## config.mk

```make
export PLATFORM = sky130hd
export DESIGN_NAME = keypad_scan
export DESIGN_NICKNAME = d
export VERILOG_FILES = /design/src/rtl/keypad_scan.sv
export SDC_FILE = /design/constraint.sdc
export NUM_CORES = 1
export LEC_CHECK = 0
export CAP_MARGIN = 20
export CORE_MARGIN = 5
export CORE_UTILIZATION = 55
export CTS_CLUSTER_DIAMETER = 50
export DETAILED_ROUTE_END_ITERATION = 12
export MAX_ROUTING_LAYER = met4
export PLACE_DENSITY = 0.77
export SETUP_SLACK_MARGIN = 0.1
export SLEW_MARGIN = 25
export SYNTH_ARGS = -nofsm -noshare
export SYNTH_HDL_FRONTEND = slang
export SYNTH_SLANG_ARGS = --single-unit
```

## constraint.sdc

```tcl
create_clock -name clk5 -period 4.8 [get_ports clk5]
set_clock_uncertainty 0.1 [all_clocks]
set_input_delay 0.48 -clock clk5 [delete_from_list [all_inputs] [get_ports clk5]]
set_output_delay 0.48 -clock clk5 [all_outputs]
set_load 0.05 [all_outputs]
```

## src/rtl/keypad_scan.sv

```systemverilog
// 4x4 matrix keypad scanner for the combination lock.
// Synchronises and debounces rows; one newKey pulse per accepted press.
module keypad_scan #(
    parameter int SCAN_DIV  = 16,
    parameter int DEB_COUNT = 4
) (
    input  logic       clk5,
    input  logic       reset,
    input  logic [3:0] rows,
    output logic [3:0] cols,
    output logic       newKey,
    output logic [4:0] keyCode,
    output logic       keyDown
);

    localparam int TW = $clog2(SCAN_DIV);
    localparam int DW = $clog2(DEB_COUNT + 1);
    localparam logic [TW-1:0] TMAX    = TW'(SCAN_DIV - 1);
    localparam logic [DW-1:0] DEB_MAX = DW'(DEB_COUNT);

    typedef enum logic [1:0] {SCAN, DEB, PRESS, HOLD} state_t;

    state_t        state_q, state_d;
    logic [3:0]    rows_m_q, rows_s_q;
    logic [TW-1:0] timer_q, timer_d;
    logic [1:0]    col_q, col_d;
    logic [1:0]    cand_q, cand_d;
    logic [DW-1:0] deb_q, deb_d;
    logic [DW-1:0] rel_q, rel_d;
    logic [4:0]    key_code_q, key_code_d;

    logic          sample;
    logic          hit;
    logic [1:0]    hit_row;
    logic [DW-1:0] deb_inc, rel_inc;

    function automatic logic [3:0] key_hex(input logic [1:0] r, input logic [1:0] c);
        logic [3:0] h;
        h = 4'h0;
        case ({r, c})
            4'd0:  h = 4'h1;
            4'd1:  h = 4'h2;
            4'd2:  h = 4'h3;
            4'd3:  h = 4'hA;
            4'd4:  h = 4'h4;
            4'd5:  h = 4'h5;
            4'd6:  h = 4'h6;
            4'd7:  h = 4'hB;
            4'd8:  h = 4'h7;
            4'd9:  h = 4'h8;
            4'd10: h = 4'h9;
            4'd11: h = 4'hC;
            4'd12: h = 4'hE;
            4'd13: h = 4'h0;
            4'd14: h = 4'hF;
            default: h = 4'hD;
        endcase
        return h;
    endfunction

    always_ff @(posedge clk5) begin
        if (!reset) begin
            state_q    <= SCAN;
            rows_m_q   <= 4'b1111;
            rows_s_q   <= 4'b1111;
            timer_q    <= '0;
            col_q      <= 2'd0;
            cand_q     <= 2'd0;
            deb_q      <= '0;
            rel_q      <= '0;
            key_code_q <= 5'b00000;
        end else begin
            state_q    <= state_d;
            rows_m_q   <= rows;
            rows_s_q   <= rows_m_q;
            timer_q    <= timer_d;
            col_q      <= col_d;
            cand_q     <= cand_d;
            deb_q      <= deb_d;
            rel_q      <= rel_d;
            key_code_q <= key_code_d;
        end
    end

    always_comb begin
        sample  = (timer_q == TMAX);
        hit     = 1'b0;
        hit_row = 2'd0;
        case (rows_s_q)
            4'b1110: begin hit = 1'b1; hit_row = 2'd0; end
            4'b1101: begin hit = 1'b1; hit_row = 2'd1; end
            4'b1011: begin hit = 1'b1; hit_row = 2'd2; end
            4'b0111: begin hit = 1'b1; hit_row = 2'd3; end
            default: begin hit = 1'b0; hit_row = 2'd0; end
        endcase
        deb_inc = (deb_q == DEB_MAX) ? deb_q : deb_q + 1'b1;
        rel_inc = (rel_q == DEB_MAX) ? rel_q : rel_q + 1'b1;
    end

    always_comb begin
        timer_d    = sample ? '0 : timer_q + 1'b1;
        state_d    = state_q;
        col_d      = col_q;
        cand_d     = cand_q;
        deb_d      = deb_q;
        rel_d      = rel_q;
        key_code_d = key_code_q;
        unique case (state_q)
            SCAN: begin
                if (sample) begin
                    if (hit) begin
                        cand_d  = hit_row;
                        deb_d   = DW'(1);
                        state_d = DEB;
                    end else begin
                        col_d = col_q + 2'd1;
                    end
                end
            end
            DEB: begin
                if (sample) begin
                    if (hit && hit_row == cand_q) begin
                        deb_d = deb_inc;
                        if (deb_inc == DEB_MAX) begin
                            state_d    = PRESS;
                            key_code_d = {1'b1, key_hex(cand_q, col_q)};
                        end
                    end else begin
                        state_d = SCAN;
                        deb_d   = '0;
                        col_d   = col_q + 2'd1;
                    end
                end
            end
            PRESS: begin
                state_d = HOLD;
                deb_d   = '0;
                rel_d   = '0;
            end
            HOLD: begin
                // Release is judged on the frozen column only
                if (sample) begin
                    if (rows_s_q == 4'b1111) begin
                        rel_d = rel_inc;
                        if (rel_inc == DEB_MAX) begin
                            state_d = SCAN;
                            rel_d   = '0;
                            col_d   = col_q + 2'd1;
                        end
                    end else begin
                        rel_d = '0;
                    end
                end
            end
            default: state_d = SCAN;
        endcase
    end

    assign cols    = ~(4'b0001 << col_q);
    assign newKey  = (state_q == PRESS);
    assign keyDown = (state_q == PRESS) || (state_q == HOLD);
    assign keyCode = key_code_q;

endmodule
```

==> reports/summary.txt, run 1 <==
Hold Path Origin -> rows_m_q[1]
Port Buffers -> 16
Synth async-reset ratio -> 0
vias in the first global route -> 1430
CTS tree -> built
commonest non-fill, non-tap cell in the layout -> dfxtp_1
unrepaired setup endpoints after global routing -> false
via count -> 1462
Post-DRT Antenna Nets -> 0
crit end category -> primary output
chip height -> 66.03 um
DRC -> 0
Clock Pin Slew Worst Setup and Hold Paths -> 0.10 ns
Max-slew headroom -> 0.5774
CTS Hold Bufs -> 0
core region area -> 3028 sq um
Synth Net Count -> 223
drt first-iter violations -> 62
minimum clock period -> 2.702 ns
number of antenna violations at the first check in global routing -> 0
TNS Setup -> 0 ns
worst vdd ir -> 0.0001616 V
r2r worst-path depth -> 7
cts repair resizes -> 0
Ports -> 17
final hold vios -> 0
fin crit share -> 0.5630
Root Buffer -> clkbuf_4
Yosys warnings -> 0
Final setup viols -> 0
worst r2r src -> deb_q[0]
R2R Path End -> keyCode[0]
f_max -> 370.0 MHz
MaxCap Viol Count -> 0
Slew @ Worst Pin -> 0.6320 ns
power density cells -> 211.8 nW/um^2
reg-to-reg slack, setup -> 2.50 ns
Placed Area -> 1906 sq um
Initial Util -> 0.5702
EDFF count, synth -> 0
later-pin clock latency in the skew report -> 0.33 ns
Setup CP Type -> reg2out
GP Congestion -> 0.7658
fin nets -> 239
final WL -> 3432 um
FF+latch count, synth -> 29
most frequent cells in the layout -> 29 x dfxtp_1, 19 x a21oi_1, 18 x inv_1
run status -> finished clean
Clock Path Buffers -> 2
Max Slew Vio Count -> 0
Cells on Worst Hold Path -> 1
Hold EP -> rows_s_q[1]
Num CTS Buffers -> 5
Overflow after GRT -> 0
Min-Delay Path Class -> reg2reg
clock tree sinks -> 29
Finished Core Util -> 0.6475
overall global routing resource usage -> 0.1832
CP max FO -> 6
vias per cell -> 5.580
post-route cell area -> 1961 sq um
HPWL Detailed -> 2638 um
Core Rows -> 20
first-pass GRT wire length -> 6154 um
Avg Inst Size Synth -> 8.590 sq um
largest net degree at the start of global routing -> 19
layout cells sized above 1 -> 0.07339
Die W -> 66.03 um
# diodes -> 0
Worst Setup SP -> state_q[0]
type of origin of the critical path -> flop
Die ar. -> 4360 sq um
post-synth cell types -> 51
CP Data Arrival Time -> 2.12 ns
wire per inst -> 13.10 um
H-tree levels -> 2
required time of the critical path -> 4.22 ns
Leak Pwr -> 0.0007471 uW
top_reg_cell synth -> dfxtp_1
Post-Synthesis Cells -> 201
Mapped Area -> 1727 sq um
First-pass DRT Iterations -> 4
area grow syn2layout -> 13.55%
post-CTS setup buffer count -> 0
sequential share of the synthesized area -> 0.3362
## how the worst max path moves through the flow
stage	to	depth (start not counted)
2_1_floorplan	keyCode[0]	7
3_3_place_gp	keyDown	4
3_5_place_dp	keyDown	4
4_1_cts	keyDown	4
5_1_grt	keyDown	4
6_report	keyDown	4
## layer usage
| layer | part of all wire | global-route usage | up-vias | routed length [um] |
|---|---|---|---|---|
| met5 | 0 | - | - | 0 |
| met4 | 0.010 | 0.03807 | 0 | 36 |
| li1 | - | - | 745 | - |
| met2 | 0.53 | 0.3354 | 28 | 1804 |
| met3 | 0.044 | 0.04762 | 7 | 152 |
| met1 | 0.42 | 0.1992 | 682 | 1438 |
## critical path: stages, from the launching register on
cell and delay (ns):
dfxtp_1 0.42, inv_1 0.12, ha_1 0.26, or2_2 0.30
clkdlybuf4s50_1 0.70
## state kept, by name, indices dropped and copies added, names as in the netlist, named ones only
register / count
deb_q: 3
col_q: 2
timer_q: 4
state_q: 1
keyCode: 5
cand_q: 2
rel_q: 3
rows_m_q: 4
rows_s_q: 4
## per-stage QoR
stage | power [uW] | std cells | hold slack [ns] | setup WS (ns)
global placement | 278.6 | 254 | 0.2888 | 2.507
CTS | 419.0 | 262 | 0.3174 | 2.088
finish | 415.2 | 262 | 0.3131 | 2.098
detailed placement | 279.8 | 254 | 0.2922 | 2.456
global route | 437.0 | 262 | 0.3459 | 2.015
floorplan | 270.6 | 201 | 0.2863 | 2.812
## cell usage after synthesis (all sizes together) (3+ instances only)
| cell | count | area (sq um) |
|---|---|---|
| nand3b | 3 | 22.52 |
| nor2 | 7 | 26.28 |
| clkbuf | 3 | 11.26 |
| nand2b | 12 | 75.07 |
| o21ai | 11 | 55.05 |
| ha | 16 | 200.2 |
| o211ai | 5 | 37.54 |
| nand3 | 9 | 45.04 |
| nand4 | 4 | 25.02 |
| nand2 | 17 | 63.81 |
| inv | 18 | 67.56 |
| a21oi | 19 | 95.09 |
| buf | 4 | 25.02 |
| and3 | 4 | 25.02 |
| mux2i | 4 | 40.04 |
| dfxtp | 29 | 580.6 |
## where the power goes
| group | leakage [uW] | total, uW | switching, uW | internal, uW |
|---|---|---|---|---|
| clock network | 0.0000310 | 141 | 86.0 | 55.1 |
| registers | 0.000236 | 250 | 4.30 | 246 |
| logic | 0.000480 | 24.1 | 13.0 | 11.1 |
## logic make-up after synthesis
group | share of synthesized area
buf+inv | 0.06014
flops | 0.3362
simple gates | 0.2341
compound gates | 0.2022
xor+xnor | 0.01522
fa+ha+maj | 0.1159
mux | 0.03623
## cell type report
| cell class | count | area [sq um] |
|---|---|---|
| Multi-Input combinational cell | 147 | 1042 |
| Fill cell | 268 | 1067 |
| Clock buffer | 5 | 37.54 |
| Timing Repair Buffer | 16 | 160.2 |
| Sequential cell | 29 | 580.6 |
| Inverter | 18 | 67.56 |
| Tap cell | 44 | 55.05 |
| Clock inverter | 3 | 17.52 |
(Power assumes the default switching activity.)
==> run 2, diff against run 1 <==
CORE_UTILIZATION = 51   (was 55)
PLACE_DENSITY = 0.75   (was 0.77)
clock period = 2.35 ns   (was 4.8 ns; I/O delays follow)
==> reports/summary.txt, run 2 (same netlist as run 1, synthesis figures left out) <==
MaxCap Viol Count -> 0 (unchanged)
Initial Util -> 0.5215 (was 0.5702)
area grow syn2layout -> 16.09% (was 13.55%)
Max Slew Vio Count -> 0 (unchanged)
r2r worst-path depth -> 7 (unchanged)
Final setup viols -> 0 (unchanged)
CP max FO -> 6 (unchanged)
unrepaired setup endpoints after global routing -> true (was false)
first-pass GRT wire length -> 5740 um (was 6154 um)
Post-DRT Antenna Nets -> 0 (unchanged)
Ports -> 17 (unchanged)
H-tree levels -> 2 (unchanged)
Setup CP Type -> reg2reg (was reg2out)
drt first-iter violations -> 62 (unchanged)
f_max -> 466.2 MHz
fin nets -> 242 (was 239)
Leak Pwr -> 0.0007635 uW (was 0.0007471 uW)
Power Total -> 840.2 uW (was 415.2 uW)
type of origin of the critical path -> flop (unchanged)
required time of the critical path -> 2.50 ns (was 4.22 ns)
Die ar. -> 4649 sq um (was 4360 sq um)
Overflow after GRT -> 0 (unchanged)
number of antenna violations at the first check in global routing -> 0 (unchanged)
power density cells -> 419.2 nW/um^2 (was 211.8 nW/um^2)
TNS Setup -> 0 ns (unchanged)
clock tree sinks -> 29 (unchanged)
CTS Hold Bufs -> 0 (unchanged)
fin crit share -> 0.9127
chip height -> 68.19 um (was 66.03 um)
wire per inst -> 13.05 um (was 13.10 um)
final hold vios -> 0 (unchanged)
Finished Core Util -> 0.6054 (was 0.6475)
crit end category -> flop (was primary output)
CP Data Arrival Time -> 2.30 ns (was 2.12 ns)
Core Rows -> 21 (was 20)
run status -> finished clean (unchanged)
DRC -> 0 (unchanged)
Clock Pin Slew Worst Setup and Hold Paths -> 0.09 ns (was 0.10 ns)
Clock Path Buffers -> 2 (unchanged)
GP Congestion -> 0.7993 (was 0.7658)
Min-Delay Path Class -> reg2reg (unchanged)
number of fillers in the final layout -> 318 (was 268)
Die W -> 68.19 um (was 66.03 um)
HPWL Detailed -> 2520 um (was 2638 um)
minimum clock period -> 2.145 ns
WHS -> 0.3116 ns (was 0.3131 ns)
Port Buffers -> 16 (unchanged)
Largest register FFs -> 5 (unchanged)
worst vdd ir -> 0.0003267 V (was 0.0001616 V)
later-pin clock latency in the skew report -> 0.33 ns (about the same)
overall global routing resource usage -> 0.1693 (was 0.1832)
most frequent cells in the layout -> 27 x dfxtp_1, 18 x inv_1, 18 x a21oi_1 (was 29 x dfxtp_1, 19 x a21oi_1, 18 x inv_1)
vias in the first global route -> 1313 (was 1430)
Num CTS Buffers -> 5 (unchanged)
Root Buffer -> clkbuf_4 (unchanged)
Max-slew headroom -> 0.6056 (was 0.5774)
Slew @ Worst Pin -> 0.5881 ns (was 0.6320 ns)
FF+latch area -> 583.1 sq um (was 580.6 sq um)
Cells on Worst Hold Path -> 1 (unchanged)
largest net degree at the start of global routing -> 18 (was 19)
via count -> 1478 (was 1462)
core region area -> 3311 sq um (was 3028 sq um)
commonest non-fill, non-tap cell in the layout -> dfxtp_1 (unchanged)
# diodes -> 0 (unchanged)
layout cells sized above 1 -> 0.1222 (was 0.07339)
CTS tree -> built (unchanged)
area of the multi-input gates -> 1072 sq um (was 1042 sq um)
vias per cell -> 5.536 (was 5.580)
First-pass DRT Iterations -> 4 (unchanged)
final WL -> 3485 um (was 3432 um)
==> run 2: path summary, 6_finish.rpt <==
path,slack (ns),from,end
max,0.21,deb_q[0],keyCode[0]
min,0.31,rows_m_q[2],rows_s_q[2]
min reg2reg,0.31,rows_m_q[2],rows_s_q[2]
max reg2reg,0.21,deb_q[0],keyCode[0]
==> run 2: worst max-delay path, cell delays in order, from the launching register on <==
cell and delay, ns:
dfxtp_2 0.37, inv_1 0.07, ha_2 0.21, or3b_4 0.41
a311oi_4 0.40, and2_4 0.24, o2111ai_1 0.11, a21oi_1 0.15
==> run 2: per-layer routing <==
metal | part of all wire | up-vias | track usage
li1 | - | 755 | -
met1 | 0.47 | 686 | 0.2026
met2 | 0.48 | 26 | 0.2647
met3 | 0.034 | 11 | 0.04433
met4 | 0.021 | 0 | 0.07940
met5 | 0 | - | -
==> run 2: timing repair <==
action | in CTS | in global routing
setup endpoints to repair | 6 | 11
endpoints found under the hold margin | 0 | 0
setup buffers | 0 | 1
pin swaps | 0 | 3
gates resized for setup | 6 | 11
==> run 2: layout make-up <==
type,count,share of cell area
Tap cell,46,0.02871
Clock inverter,2,0.004994
Inverter,18,0.03371
Sequential cell,29,0.2909
Timing Repair Buffer,19,0.08614
Multi-Input combinational cell,147,0.5350
Clock buffer,6,0.02060
==> run 2: power by group <==
group          internal, uW  switching (uW)
Sequential              502            8.80
Clock                   114             167
Combinational          23.3            26.3
==> run 2: through the flow <==
step	setup WS, ns	cell area, sq um	std cells
global placement	0.1883	1923	258
CTS	0.1135	1973	266
detailed placement	0.09457	1923	258
global route	0.06837	2004	267
finish	0.2050	2004	267
floorplan	0.3622	1727	201
==> run 3, diff against run 2 <==
CORE_MARGIN = 2   (was 5)
==> reports/summary.txt, run 3 (same netlist as run 1, synthesis figures left out) <==
CP max stage cell -> or3b_4 (unchanged)
clock tree sinks -> 29 (unchanged)
Clock Pin Slew Worst Setup and Hold Paths -> 0.10 ns (was 0.09 ns)
type of origin of the critical path -> flop (unchanged)
# diodes -> 0 (unchanged)
layout cells sized above 1 -> 0.1182 (was 0.1222)
Overflow after GRT -> 0 (unchanged)
MaxCap Viol Count -> 0 (unchanged)
wire per inst -> 13.76 um (was 13.05 um)
TNS Setup -> 0 ns (unchanged)
Hold Path Origin -> rows_m_q[0] (was rows_m_q[2])
Post-DRT Antenna Nets -> 0 (unchanged)
Initial Util -> 0.5257 (was 0.5215)
commonest non-fill, non-tap cell in the layout -> dfxtp_1 (unchanged)
overall global routing resource usage -> 0.2136 (was 0.1693)
Root Buffer -> clkbuf_4 (unchanged)
CP max FO -> 6 (unchanged)
Core Rows -> 21 (unchanged)
fin nets -> 241 (was 242)
largest delay contributor family on the critical path -> simple AND/OR/NAND/NOR gates (was compound AO/OA/AOI/OAI gates)
area of the multi-input gates -> 1069 sq um (was 1072 sq um)
post-CTS setup buffer count -> 0 (unchanged)
minimum clock period -> 2.122 ns (was 2.145 ns)
Slew @ Worst Pin -> 0.5937 ns (was 0.5881 ns)
HPWL Detailed -> 2784 um (was 2520 um)
later-pin clock latency in the skew report -> 0.33 ns (about the same)
Max-slew headroom -> 0.6018 (was 0.6056)
worst r2r src -> deb_q[0] (unchanged)
CP Data Arrival Time -> 2.28 ns (was 2.30 ns)
R2R Path End -> keyCode[0] (unchanged)
most frequent cells in the layout -> 27 x dfxtp_1, 19 x a21oi_1, 18 x inv_1 (was 27 x dfxtp_1, 18 x inv_1, 18 x a21oi_1)
final WL -> 3660 um (was 3485 um)
Num CTS Buffers -> 5 (unchanged)
final hold vios -> 0 (unchanged)
Port Buffers -> 16 (unchanged)
crit-path cells -> inv_1 > ha_2 > or3b_4 > a311oi_4 > and2_4 > o2111ai_1 > a21oi_1 (unchanged)
unrepaired setup endpoints after global routing -> false (was true)
drt first-iter violations -> 199 (was 62)
largest net degree at the start of global routing -> 18 (unchanged)
Setup CP Type -> reg2reg (unchanged)
Min-Delay Path Class -> reg2reg (unchanged)
Clock Path Buffers -> 2 (unchanged)
Cells on Worst Hold Path -> 1 (unchanged)
GP Congestion -> 0.8400 (was 0.7993)
fin crit share -> 0.9028 (was 0.9127)
Die W -> 62.19 um (was 68.19 um)
slowest stage delay, CP -> 0.41 ns (about the same)
f_max -> 471.4 MHz (was 466.2 MHz)
FF+latch area -> 585.6 sq um (was 583.1 sq um)
via count -> 1525 (was 1478)
required time of the critical path -> 2.51 ns (was 2.50 ns)
worst vdd ir -> 0.0003465 V (was 0.0003267 V)
r2r worst-path depth -> 7 (unchanged)
Leak Pwr -> 0.0007574 uW (was 0.0007635 uW)
Power Total -> 855.7 uW (was 840.2 uW)
Max Slew Vio Count -> 0 (unchanged)
Placed Cells -> 258 (unchanged)
number of fillers in the final layout -> 289 (was 318)
core region area -> 3284 sq um (was 3311 sq um)
Hold EP -> rows_s_q[0] (was rows_s_q[2])
first-pass GRT wire length -> 6458 um (was 5740 um)
Bufs and invs on worst path -> 1 (unchanged)
vias per cell -> 5.733 (was 5.536)
run status -> finished clean (unchanged)
Ports -> 17 (unchanged)
crit end category -> flop (unchanged)
H-tree levels -> 2 (unchanged)
DRC -> 0 (unchanged)
Die ar. -> 3867 sq um (was 4649 sq um)
number of antenna violations at the first check in global routing -> 0 (unchanged)
vias in the first global route -> 1464 (was 1313)
First-pass DRT Iterations -> 4 (unchanged)
chip height -> 62.19 um (was 68.19 um)
power density cells -> 428.0 nW/um^2 (was 419.2 nW/um^2)
Largest register FFs -> 5 (unchanged)
fin cells -> 266 (was 267)
area grow syn2layout -> 15.80% (was 16.09%)
CTS tree -> built (unchanged)
reg-to-reg slack, setup -> 0.23 ns (was 0.21 ns)
Final setup viols -> 0 (unchanged)
==> run 3: changes by cell type in the layout (fill, tap and decap cells not counted) <==
cell and delta:
a21oi_1 +1, a21oi_2 -1, buf_4 -1, clkbuf_1 -1
clkinvlp_4 +1, dfxtp_2 -1, dfxtp_4 +1
==> run 3: through the flow <==
step                      worst slack [ns]  cell area (sq um)    util  hold WS (ns)
after floorplan                     0.3622               1727       -        0.2080
after global placement              0.2425               1923  0.5855        0.2906
after detailed placement            0.1265               1923  0.5855        0.2926
after CTS                           0.1099               1972  0.6004        0.3157
after global routing                0.1000               1999  0.6088        0.3379
final                               0.2285               1999  0.6088        0.3125
==> run 3: power breakdown <==
part / switching [uW] / internal [uW] / leakage, uW
combinational: 26.7 / 23.3 / 0.000489
clock: 183 / 113 / 0.0000310
sequential: 9.38 / 501 / 0.000237
total: 219 / 637 / 0.000757
==> run 3: worst max-delay path by stage <==
stage / startpoint / endpoint / slack, ns / depth (start not counted)
2_1_floorplan: deb_q[0] / keyCode[0] / 0.36 / 7
3_3_place_gp: deb_q[0] / keyCode[0] / 0.24 / 7
3_5_place_dp: rel_q[0] / col_q[0] / 0.13 / 7
4_1_cts: rel_q[0] / col_q[0] / 0.11 / 7
5_1_grt: state_q[0] / state_q[0] / 0.10 / 6
6_report: deb_q[0] / keyCode[0] / 0.23 / 7
==> run 3: metal layers <==
metal	vias to the layer above	global-route usage	share of wire	routed length, um
li1	750	-	-	-
met1	725	0.2373	0.42	1535
met2	44	0.3641	0.51	1882
met3	6	0.05797	0.051	187
met4	0	0.08611	0.015	54
met5	-	-	0	0
==> run 3: timing repair <==
action | CTS | global route
endpoints found under the setup margin | 5 | 10
hold buffers | 0 | 0
pin swaps | 0 | 2
gates resized for setup | 5 | 12
==> run 3: final cells by class <==
cell class,instances,area share
timing repair buffer,18,0.08260
sequential,29,0.2929
inverter,18,0.03379
clock inverter,3,0.008761
tap,46,0.02879
clock buffer,5,0.01877
multi-input combinational,147,0.5344
